File: src/rtl/l2tlb_xlate_pkg.sv
// Shared types for the L2 TLB translate block: fault codes, FSM states and storage records.
package l2tlb_xlate_pkg;

    localparam int L2TLB_VPN_W   = 20;
    localparam int L2TLB_PPN_W   = 24;
    localparam int L2TLB_SPTBR_W = 32;
    localparam int L2TLB_SLOT_W  = 2;

    typedef enum logic [1:0] {
        FAULT_OK      = 2'b00,
        FAULT_WALK    = 2'b01,
        FAULT_NO_SLOT = 2'b10
    } fault_e;

    typedef enum logic [2:0] {
        ST_IDLE,
        ST_RESP,
        ST_WALK_REQ,
        ST_WALK_WAIT,
        ST_SNOOP
    } state_e;

    // Record widths track the block's default geometry; overriding widths means updating these too.
    typedef struct packed {
        logic                    valid;
        logic [L2TLB_SLOT_W-1:0] slot;
        logic [L2TLB_VPN_W-1:0]  vpn;
        logic [L2TLB_PPN_W-1:0]  ppn;
    } tlb_entry_t;

    typedef struct packed {
        logic                     valid;
        logic [L2TLB_SPTBR_W-1:0] sptbr;
    } sptbr_slot_t;

endpackage

File: src/rtl/l2tlb_xlate_cam.sv
// Fully associative {slot,vpn} match over the TLB entries; one-hot hit vector.
module l2tlb_cam
    import l2tlb_xlate_pkg::*;
#(
    parameter int NUM_ENTRIES = 16,
    parameter int VPN_W       = 20,
    parameter int SLOT_W      = 2
) (
    input  logic [NUM_ENTRIES-1:0]        entry_valid,
    input  logic [NUM_ENTRIES*SLOT_W-1:0] entry_slot,
    input  logic [NUM_ENTRIES*VPN_W-1:0]  entry_vpn,
    input  logic [SLOT_W-1:0]             key_slot,
    input  logic [VPN_W-1:0]              key_vpn,
    output logic                          hit,
    output logic [NUM_ENTRIES-1:0]        hit_onehot
);

    always_comb begin
        hit_onehot = '0;
        for (int i = 0; i < NUM_ENTRIES; i++) begin
            hit_onehot[i] = entry_valid[i]
                         && (entry_slot[i*SLOT_W +: SLOT_W] == key_slot)
                         && (entry_vpn[i*VPN_W +: VPN_W] == key_vpn);
        end
    end

    assign hit = |hit_onehot;

endmodule

File: src/rtl/l2tlb_xlate.sv
// L2 TLB translate: SPTBR slot tracking, lookup, single outstanding walk, fill and L1 snoop.
//   state      | meaning
//   IDLE       | accept ckpt (priority) or lookup request
//   RESP       | ack presented, waiting for transfer
//   WALK_REQ   | miss request presented to walker
//   WALK_WAIT  | waiting for the walk fill
//   SNOOP      | L1 invalidate for the replaced slot presented
module l2tlb_xlate
    import l2tlb_xlate_pkg::*;
#(
    parameter int NUM_ENTRIES = 16,
    parameter int NUM_SLOTS   = 4,
    parameter int VPN_W       = 20,
    parameter int PPN_W       = 24,
    parameter int SPTBR_W     = 32,
    parameter int RID_W       = 3
) (
    input  logic               clk,
    input  logic               reset,
    input  logic               req_valid,
    output logic               req_retry,
    input  logic [VPN_W-1:0]   req_vpn,
    input  logic [SPTBR_W-1:0] req_sptbr,
    input  logic [RID_W-1:0]   req_rid,
    output logic               ack_valid,
    input  logic               ack_retry,
    output logic [RID_W-1:0]   ack_rid,
    output logic [PPN_W-1:0]   ack_ppn,
    output logic [1:0]         ack_fault,
    output logic               ack_hit,
    output logic               walk_valid,
    input  logic               walk_retry,
    output logic [VPN_W-1:0]   walk_vpn,
    output logic [SPTBR_W-1:0] walk_sptbr,
    input  logic               fill_valid,
    output logic               fill_retry,
    input  logic [PPN_W-1:0]   fill_ppn,
    input  logic               fill_fault,
    input  logic               ckpt_valid,
    output logic               ckpt_retry,
    input  logic [SPTBR_W-1:0] ckpt_sptbr,
    output logic               snoop_valid,
    input  logic               snoop_retry,
    output logic [SPTBR_W-1:0] snoop_sptbr
);

    localparam int EIDX_W = $clog2(NUM_ENTRIES);
    localparam int SLOT_W = $clog2(NUM_SLOTS);

    state_e              state, state_nxt;
    tlb_entry_t          ent [NUM_ENTRIES];
    sptbr_slot_t         slt [NUM_SLOTS];
    logic [EIDX_W-1:0]   fill_ptr;
    logic [SLOT_W-1:0]   vict_ptr, cur_slot;

    logic                req_slot_hit, ckpt_hit, free_ok;
    logic [SLOT_W-1:0]   req_slot, ckpt_hit_slot, free_slot, ckpt_slot;
    logic [NUM_ENTRIES-1:0]        cam_valid, cam_onehot;
    logic [NUM_ENTRIES*SLOT_W-1:0] cam_slot;
    logic [NUM_ENTRIES*VPN_W-1:0]  cam_vpn;
    logic                cam_hit;
    logic [PPN_W-1:0]    hit_ppn;

    logic req_go, ckpt_go, fill_go;

    assign ckpt_go = (state == ST_IDLE) && ckpt_valid;
    assign req_go  = (state == ST_IDLE) && !ckpt_valid && req_valid;
    assign fill_go = (state == ST_WALK_WAIT) && fill_valid;

    // Descending scan so the lowest matching / free slot wins.
    always_comb begin
        req_slot_hit  = 1'b0;
        req_slot      = '0;
        ckpt_hit      = 1'b0;
        ckpt_hit_slot = '0;
        free_ok       = 1'b0;
        free_slot     = '0;
        for (int i = NUM_SLOTS - 1; i >= 0; i--) begin
            if (slt[i].valid && (slt[i].sptbr == req_sptbr)) begin
                req_slot_hit = 1'b1;
                req_slot     = SLOT_W'(i);
            end
            if (slt[i].valid && (slt[i].sptbr == ckpt_sptbr)) begin
                ckpt_hit      = 1'b1;
                ckpt_hit_slot = SLOT_W'(i);
            end
            if (!slt[i].valid) begin
                free_ok   = 1'b1;
                free_slot = SLOT_W'(i);
            end
        end
        if (ckpt_hit)     ckpt_slot = ckpt_hit_slot;
        else if (free_ok) ckpt_slot = free_slot;
        else              ckpt_slot = vict_ptr;
    end

    always_comb begin
        cam_valid = '0;
        cam_slot  = '0;
        cam_vpn   = '0;
        hit_ppn   = '0;
        for (int i = 0; i < NUM_ENTRIES; i++) begin
            cam_valid[i]                 = ent[i].valid;
            cam_slot[i*SLOT_W +: SLOT_W] = ent[i].slot;
            cam_vpn[i*VPN_W +: VPN_W]    = ent[i].vpn;
            if (cam_onehot[i]) hit_ppn = hit_ppn | ent[i].ppn;
        end
    end

    l2tlb_cam #(
        .NUM_ENTRIES (NUM_ENTRIES),
        .VPN_W       (VPN_W),
        .SLOT_W      (SLOT_W)
    ) u_cam (
        .entry_valid (cam_valid),
        .entry_slot  (cam_slot),
        .entry_vpn   (cam_vpn),
        .key_slot    (req_slot),
        .key_vpn     (req_vpn),
        .hit         (cam_hit),
        .hit_onehot  (cam_onehot)
    );

    always_ff @(posedge clk or negedge reset) begin
        if (!reset) state <= ST_IDLE;
        else        state <= state_nxt;
    end

    always_comb begin
        state_nxt = state;
        case (state)
            ST_IDLE: begin
                if (ckpt_valid)
                    state_nxt = ST_SNOOP;
                else if (req_valid)
                    state_nxt = (req_slot_hit && !cam_hit) ? ST_WALK_REQ : ST_RESP;
            end
            ST_RESP:      if (!ack_retry)   state_nxt = ST_IDLE;
            ST_WALK_REQ:  if (!walk_retry)  state_nxt = ST_WALK_WAIT;
            ST_WALK_WAIT: if (fill_valid)   state_nxt = ST_RESP;
            ST_SNOOP:     if (!snoop_retry) state_nxt = ST_IDLE;
            default:                        state_nxt = ST_IDLE;
        endcase
    end

    // Retries are forced high under reset so upstream cannot launch into a block that is clearing.
    assign req_retry   = !reset || (state != ST_IDLE) || ckpt_valid;
    assign ckpt_retry  = !reset || (state != ST_IDLE);
    assign fill_retry  = 1'b0;
    assign ack_valid   = (state == ST_RESP);
    assign walk_valid  = (state == ST_WALK_REQ);
    assign snoop_valid = (state == ST_SNOOP);

    always_ff @(posedge clk or negedge reset) begin
        if (!reset) begin
            for (int i = 0; i < NUM_ENTRIES; i++) ent[i] <= '0;
            for (int i = 0; i < NUM_SLOTS; i++)   slt[i] <= '0;
            fill_ptr    <= '0;
            vict_ptr    <= '0;
            cur_slot    <= '0;
            ack_rid     <= '0;
            ack_ppn     <= '0;
            ack_fault   <= FAULT_OK;
            ack_hit     <= 1'b0;
            walk_vpn    <= '0;
            walk_sptbr  <= '0;
            snoop_sptbr <= '0;
        end else begin
            if (ckpt_go) begin
                for (int i = 0; i < NUM_ENTRIES; i++) begin
                    if (ent[i].slot == ckpt_slot) ent[i].valid <= 1'b0;
                end
                slt[ckpt_slot] <= '{valid: 1'b1, sptbr: ckpt_sptbr};
                snoop_sptbr    <= slt[ckpt_slot].sptbr;
                if (!ckpt_hit && !free_ok)
                    vict_ptr <= (vict_ptr == SLOT_W'(NUM_SLOTS - 1)) ? '0 : vict_ptr + 1'b1;
            end
            if (req_go) begin
                ack_rid    <= req_rid;
                walk_vpn   <= req_vpn;
                walk_sptbr <= req_sptbr;
                cur_slot   <= req_slot;
                ack_hit    <= req_slot_hit && cam_hit;
                ack_fault  <= req_slot_hit ? FAULT_OK : FAULT_NO_SLOT;
                ack_ppn    <= (req_slot_hit && cam_hit) ? hit_ppn : '0;
            end
            if (fill_go) begin
                ack_hit <= 1'b0;
                if (fill_fault) begin
                    ack_fault <= FAULT_WALK;
                    ack_ppn   <= '0;
                end else begin
                    ent[fill_ptr] <= '{valid: 1'b1, slot: cur_slot, vpn: walk_vpn, ppn: fill_ppn};
                    fill_ptr      <= fill_ptr + 1'b1;
                    ack_fault     <= FAULT_OK;
                    ack_ppn       <= fill_ppn;
                end
            end
        end
    end

endmodule

File: config.mk
export PLATFORM = sky130hd
export DESIGN_NAME = l2tlb_xlate
export DESIGN_NICKNAME = d
export VERILOG_FILES = /design/src/rtl/l2tlb_xlate_pkg.sv /design/src/rtl/l2tlb_xlate_cam.sv /design/src/rtl/l2tlb_xlate.sv
export SDC_FILE = /design/constraint.sdc
export NUM_CORES = 2
export LEC_CHECK = 0
export CORE_ASPECT_RATIO = 1.75
export CORE_MARGIN = 5
export CORE_UTILIZATION = 55
export DETAILED_ROUTE_END_ITERATION = 10
export PLACE_DENSITY = 0.72
export SYNTH_ARGS = -nofsm -noshare
export SYNTH_HDL_FRONTEND = slang
export SYNTH_HIERARCHICAL = 1
export SYNTH_SLANG_ARGS = --single-unit
export TNS_END_PERCENT = 5
File: constraint.sdc
create_clock -name clk -period 5.5 [get_ports clk]
set_input_delay 0.55 -clock clk [delete_from_list [all_inputs] [get_ports clk]]
set_output_delay 0.55 -clock clk [all_outputs]
set_load 0.005 [all_outputs]
## Word-level counts from Yosys, hierarchy flattened

Index checks and enable logic that the tools add are counted.
W data, S select, Z words.

- Output and inout bits: 120
- Bits in registers: 1009

- Bitwise operators: 18
- Eq/ne operators: 66
- Muxes and demuxes: 104
- Reduce and logical (&&, ||, !) cells: 63
- Add/subtract/negate cells: 2
- Magnitude comparators: 4

Operators with widths:

| cell | count |
|---|---|
| $mux W752 | 2 |
| $bwmux W752 | 1 |
| $mux W24 | 20 |
| $or A24 B24 Y24 | 15 |
| $eq A20 B20 Y1 | 16 |
| $eq A32 B32 Y1 | 8 |
| $demux W47 S4 | 1 |
| $bwmux W132 | 1 |
| $bmux W33 S2 | 1 |
| $demux W33 S2 | 1 |
| $eq A2 B2 Y1 | 32 |
| $mux W32 | 2 |
| $logic_and A1 B1 Y1 | 49 |
| $mux W1 | 47 |
| $mux W47 | 1 |
| $mux W2 | 19 |
| $mux W33 | 1 |
| $mux W3 | 6 |
| $reduce_or A16 Y1 | 1 |
| $pmux W3 S5 | 1 |
| $ne A2 B2 Y1 const B | 4 |
| $eq A3 B2 Y1 const B | 2 |
| $ge A5 B5 Y1 const B | 1 |
| $logic_not A1 Y1 | 5 |
| 18 further kinds | 20 |

## Logic depth before layout (Yosys ltp)

- Depth after elaboration: 43
- Depth in mapped cells: 18
- Mapped depth without buffers: 15

## Modules after synthesis

Netlist, hierarchy kept.

Modules (own cells, without submodules):

| module | area each (um2) | seq. area each (um2) | instances | cells each |
|---|---|---|---|---|
| l2tlb_xlate | 45104.5 | 25249.2 | 1 | 3369 |
| l2tlb_cam | 4431.8 | 0.0 | 1 | 529 |

## Worst setup path after synthesis

No wires, ideal clock.

- Kind: input to register
- Start point: in req_sptbr[19]
- End point: reg ack_ppn[17]
- Cell stages on the path: 18
- Setup slack: 1.310 ns
- Data arrival time: 4.108 ns
- Path buffers: 5
- Cell sequence: clkbuf_1 xor2_1 nor4_1 nand4_1 or4_1 nand2b_1 a21boi_0 buf_2 buf_4 xnor2_1 nand4_1 nor3_2 clkbuf_1 buf_1 a22oi_1 nand3_1 nor2_1 o21ai_0

- Elaborated cells on any way between the ends: 100

RTL lines:

| element | line | text |
|---|---|---|
| from (decl) | l2tlb_xlate.sv:23 | `input logic [SPTBR_W-1:0] req_sptbr,` |
| $eq A32 B32 Y1 | l2tlb_xlate.sv:79 | `if (slt[i].valid && (slt[i].sptbr == req_sptbr)) begin` |
| $logic_and A1 B1 Y1 | l2tlb_xlate.sv:79 |  |
| $mux W2 (3 in series) | l2tlb_xlate.sv:79 |  |
| $mux W2 * | l2tlb_xlate.sv:79 |  |
| net req_slot[0] | l2tlb_xlate.sv:57 | `logic [SLOT_W-1:0] req_slot, ckpt_hit_slot, free_slot, ckpt_slot;` |
| $eq A2 B2 Y1 * | l2tlb_xlate_cam.sv:22 | `&& (entry_slot[i*SLOT_W +: SLOT_W] == key_slot)` |
| $logic_and A1 B1 Y1 * | l2tlb_xlate_cam.sv:22 |  |
| $logic_and A1 B1 Y1 * | l2tlb_xlate_cam.sv:23 | `&& (entry_vpn[i*VPN_W +: VPN_W] == key_vpn);` |
| net cam_onehot[7] | l2tlb_xlate.sv:58 | `logic [NUM_ENTRIES-1:0] cam_valid, cam_onehot;` |
| [... 12 more ...] | - |  |
| $mux W24 | l2tlb_xlate.sv:106 | `if (cam_onehot[i]) hit_ppn = hit_ppn \| ent[i].ppn;` |
| $or A24 B24 Y24 | l2tlb_xlate.sv:106 |  |
| $mux W24 | l2tlb_xlate.sv:106 |  |
| $or A24 B24 Y24 | l2tlb_xlate.sv:106 |  |
| $mux W24 | l2tlb_xlate.sv:106 |  |
| $mux W24 * | l2tlb_xlate.sv:185 | `ack_ppn <= (req_slot_hit && cam_hit) ? hit_ppn : '0;` |
| $mux W24 * | l2tlb_xlate.sv:178 | `if (req_go) begin` |
| $mux W24 * | l2tlb_xlate.sv:187 | `if (fill_go) begin` |
| to (signal assigned) | l2tlb_xlate.sv:185 |  |
| to (signal assigned) | l2tlb_xlate.sv:196 | `ack_ppn <= fill_ppn;` |
| to (decl) | l2tlb_xlate.sv:28 | `output logic [PPN_W-1:0] ack_ppn,` |

The timed path passes the listed nets; every way through them passes the cells marked *. The select of a mux whose other input is x is not followed.
A chain may end at the register's enable or synchronous reset.

## Final worst setup path

- Start point: in req_sptbr[15]
- End point: reg ack_ppn[4]

- Elaborated cells on any way between the ends: 100

RTL lines:

| element | line | text |
|---|---|---|
| $eq A32 B32 Y1 | l2tlb_xlate.sv:79 |  |
| $logic_and A1 B1 Y1 | l2tlb_xlate.sv:79 |  |
| $mux W2 (3 in series) | l2tlb_xlate.sv:79 |  |
| $mux W2 * | l2tlb_xlate.sv:79 |  |
| net req_slot[1] | l2tlb_xlate.sv:57 |  |
| $eq A2 B2 Y1 * | l2tlb_xlate_cam.sv:22 |  |
| $logic_and A1 B1 Y1 * | l2tlb_xlate_cam.sv:22 |  |
| $logic_and A1 B1 Y1 * | l2tlb_xlate_cam.sv:23 |  |
| net cam_onehot[15] | l2tlb_xlate.sv:58 |  |
| $reduce_or A16 Y1 | l2tlb_xlate_cam.sv:27 | `assign hit = \|hit_onehot;` |
| $logic_and A1 B1 Y1 | l2tlb_xlate.sv:185 |  |
| $mux W24 * | l2tlb_xlate.sv:185 |  |
| $mux W24 * | l2tlb_xlate.sv:178 |  |
| $mux W24 * | l2tlb_xlate.sv:187 |  |

Marked as above.

==> results_dict.tcl <==
set metrics [dict create \
    viasPerCell 6.42 \
    ir_drop_mv 0.353 \
    portBuffers 238 \
    synth_cell_types 62 \
    dpl_cell_area_sq_um 53200 \
    cap_violations 0 \
    cts-root-buf "clkbuf_16" \
    grt_pass1_vias 35448 \
    cp_cell_sequence "clkdlybuf4s50_1, xor2_1, nor4_1, nand4_1, or4_1, a21oi_2, buf_4, xnor2_1, nand4_1, nor3_4, buf_4, a22oi_1, nand4_1, nor2_1, o21ai_0" \
    status "complete, no violations" \
    drv_slew 0 \
    max_freq_mhz 211 \
    design_area_sq_um 56300 \
    ant_nets 0 \
    critPathKind "in2reg" \
    powerDensity_nw_per_um2 412 \
    drt_pass1_iterations 6 \
    p_leak_nw 26.0 \
    crit_end "ack_ppn[4]" \
    worstPathArrival_ns 5.34 \
    fin_cells 5291 \
    syn_area_sq_um 49500 \
    initial_utilization_pct 55.4 \
    post-route-period-util_pct 86.1 \
    rows 145 \
    grt_usage_pct 34.3 \
    swShare_pct 36.0 \
    die_x_um 237 \
    core_sq_um 89400 \
    rrSetupSlack_ns 0.78 \
    setup_ws_ns 0.764 \
    clock-sinks 1009 \
    num_io_pins 240 \
    die_h_um 407 \
    power_frac_comb_pct 28.3 \
    n_fill_cell 6968 \
    dpl.hpwl_um 112000 \
    synthToLayoutAreaGrowth_pct 13.6 \
    p_switching_w 0.00833 \
    worstPathMaxFanout 24 \
    p_int_w 0.0148 \
    place_congestion 1.02 \
    ys_warn_count 6 \
    drc 0 \
    grt_setup_unrepaired "false" \
    cts_buffer_depth 3 \
    layout-drive-gt1-share_pct 30.3 \
    ys.flop_type "dfrtp_1" \
    h-tree-depth 3 \
    place_ws_ns 0.205 \
    routed_wl_um 167000 \
    drtIter0Drc 2707 \
    avgSynthCellArea_sq_um 12.7 \
    antenna_found_initial 1 \
    crit_top_cell "nand4_1" \
    numCtsBuffers 92 \
    num-nets-final 4161 \
    clock_skew_ns 0.0568 \
    power_frac_seq_pct 42.9 \
    critPathCaptureType "flip-flop" \
    clk_latency_ns 0.71 \
    crit_slowest_cell "nor4_1" \
    r2r_start "slt[38]" \
    ys_seq_area_share_pct 51.0 \
    synth-async-reset-ratio_pct 100 \
    required_ns 6.11 \
    vias 33984 \
    cpPeakStageDelay_ns 0.66 \
    grt_pass1_wl_um 244000 \
    max_slew_margin_pct 18.3 \
    dp_cells 5117 \
    reg2reg_depth 14 \
    setup_viol 0 \
    min_path_type "in2async" \
    startpoint "req_sptbr[15]" \
    hold_viol_final 0 \
    grt_max_degree 174 \
    synthCells 3898 \
    tritoncts "done" \
    min_period_ns 4.74 \
    clkTransAtPathRegs_ns 0.07 \
    p_clk_share_pct 28.7 \
    grt_overflow 0 \
    tns_ns 0 \
    worst_pin_slew_ns 1.22 \
    die-area_sq_um 96400 \
    syn_nets 4023 \
    power.total_w 0.0232 \
    cp-start-kind "input port" \
    synth-edff-count 0 \
    synth_seq_cells 1009 \
    r2r_end "ack_ppn[4]" \
    routedWlPerCell_um 31.6 \
]
==> cell usage in the layout, fill, tap and decap left out, types with 15 or more instances in the layout <==
| cell | Yosys | final |
|---|---|---|
| mux2_1 | 19 | 19 |
| xnor2_1 | 268 | 268 |
| clkdlybuf4s50_1 | 0 | 236 |
| a22o_1 | 30 | 30 |
| nand4_1 | 129 | 129 |
| buf_12 | 4 | 17 |
| mux2_2 | 864 | 864 |
| nor4_1 | 96 | 96 |
| xor2_1 | 343 | 343 |
| clkbuf_16 | 0 | 94 |
| a211oi_1 | 56 | 56 |
| nand3_1 | 54 | 49 |
| nor2_1 | 93 | 80 |
| mux2i_1 | 31 | 31 |
| o21ai_0 | 60 | 60 |
| nor3_1 | 33 | 32 |
| buf_4 | 19 | 121 |
| nand2_1 | 72 | 71 |
| nor3_4 | 2 | 16 |
| mux2_4 | 39 | 39 |
| nand4b_1 | 17 | 17 |
| clkbuf_1 | 195 | 20 |
| a21boi_0 | 33 | 32 |
| a221oi_1 | 31 | 31 |
| clkbuf_8 | 0 | 18 |
| clkinv_2 | 0 | 20 |
| nor2_4 | 1 | 15 |
| a22oi_1 | 156 | 156 |
| dfrtp_1 | 1009 | 1009 |
==> area by class of cell <==
class	count	area, sq um	share of cell area [%]
flip-flops and latches	1009	25200	44.9
multi-input cells	2548	22800	40.5
repair buffers	377	3640	6.47
clock buffers	132	2680	4.75
well taps	1176	1470	2.61
clock inverters	40	437	0.776
inverters	8	30.0	0.0534
diodes	1	2.50	0.00445
==> cells by family after synthesis <==
| kind of cell | synth area share [%] |
|---|---|
| and+or+nand+nor | 6.47 |
| other | 0.00757 |
| DFF | 51.0 |
| xor gates and xnor gates | 10.8 |
| AOI/OAI and AO/OA | 6.10 |
| muxes | 21.9 |
| buffers and inverters | 3.64 |
| adders and majority gates | 0.126 |
==> cells in the mapped netlist, types with 5 or more instances <==
master    number  area share, %
nand2b_1       6          0.076
nor3_2        15           0.30
nand4b_1      17           0.30
o21ai_0       60           0.61
inv_1          8          0.061
a21boi_0      33           0.50
a22oi_1      156            2.4
buf_2         68           0.69
ha_1           5           0.13
clkbuf_1     195            1.5
nor4_1        96            1.2
mux2_2       864             20
xnor2_1      268            4.7
nor2b_1        8           0.10
a22o_1        30           0.53
mux2i_1       31           0.63
o211a_1       12           0.24
buf_1          6          0.045
dfrtp_1     1009             51
a21oi_1       10           0.10
nand4_1      129            1.6
nor3_1        33           0.33
nand3_1       54           0.55
mux2_1        19           0.43
nor2_1        93           0.70
a221oi_1      31           0.55
nor4b_1        5          0.088
buf_6         40           0.91
a211oi_1      56           0.85
xor2_1       343            6.1
buf_4         19           0.29
nand2_1       72           0.55
or3_1         13           0.16
mux2_4        39            1.2
==> registers in the layout, summed over array words and instances, names as in the netlist, 2 cells and up <==
signal / cells
cam_valid: 16
vict_ptr: 2
state: 3
snoop_sptbr: 32
slt: 132
ack_fault: 2
ent: 384
cam_vpn: 320
cur_slot: 2
walk_vpn: 20
ack_ppn: 24
walk_sptbr: 32
cam_slot: 32
fill_ptr: 4
ack_rid: 3
==> worst min path at each step <==
stage / start / end / slack, ns / cells past startpoint
global route: reset / walk_sptbr[12] / 0.41 / 2
CTS: reset / walk_sptbr[12] / 0.37 / 2
detailed placement: walk_sptbr[31] / walk_sptbr[31] / 0.49 / 1
finish: reset / walk_sptbr[12] / 0.35 / 2
floorplan: reset / ack_fault[0] / 0.25 / 0
global placement: walk_sptbr[31] / walk_sptbr[31] / 0.49 / 1
==> worst max-delay path: cells and delay by family <==
family          cells  cell delay [ns]
simple gates        7             2.22
buf+inv             3             1.43
compound gates      3             0.55
xor+xnor            2             0.53
==> per-layer routing <==
metal	track usage [%]	vias up	wire length (um)	part of all wire [%]
li1	-	14239	-	-
met5	0	-	0	0
met2	59.3	1459	84500	51
met4	18.4	0	10600	6.4
met1	41.3	17824	61900	37
met3	5.29	462	10100	6.1
==> timing repair <==
item                                   4_1_cts  5_1_grt
buffers inserted                             0        0
gates resized for setup                      0        0
hold buffers                                 1        0
setup endpoints to repair                    0        0
endpoints found under the hold margin       52        0
==> power by group through the flow <==
stage / Clock (W) / Sequential, W / Combinational [W]
2_1_floorplan: 0 / 0.00926 / 0.00364
3_3_place_gp: 0 / 0.0100 / 0.00646
3_5_place_dp: 0 / 0.0100 / 0.00648
4_1_cts: 0.00674 / 0.00991 / 0.00653
5_1_grt: 0.00703 / 0.0100 / 0.00686
6_report: 0.00665 / 0.00995 / 0.00657
==> metrics by stage <==
| stage | hold slack (ns) | utilization (%) |
|---|---|---|
| 2_1_floorplan | 0.254 | - |
| 3_3_place_gp | 0.486 | 59.4 |
| 3_5_place_dp | 0.493 | 59.4 |
| 4_1_cts | 0.370 | 62.9 |
| 5_1_grt | 0.410 | 62.9 |
| 6_report | 0.345 | 62.9 |
Power figures use the tool's default switching activity.
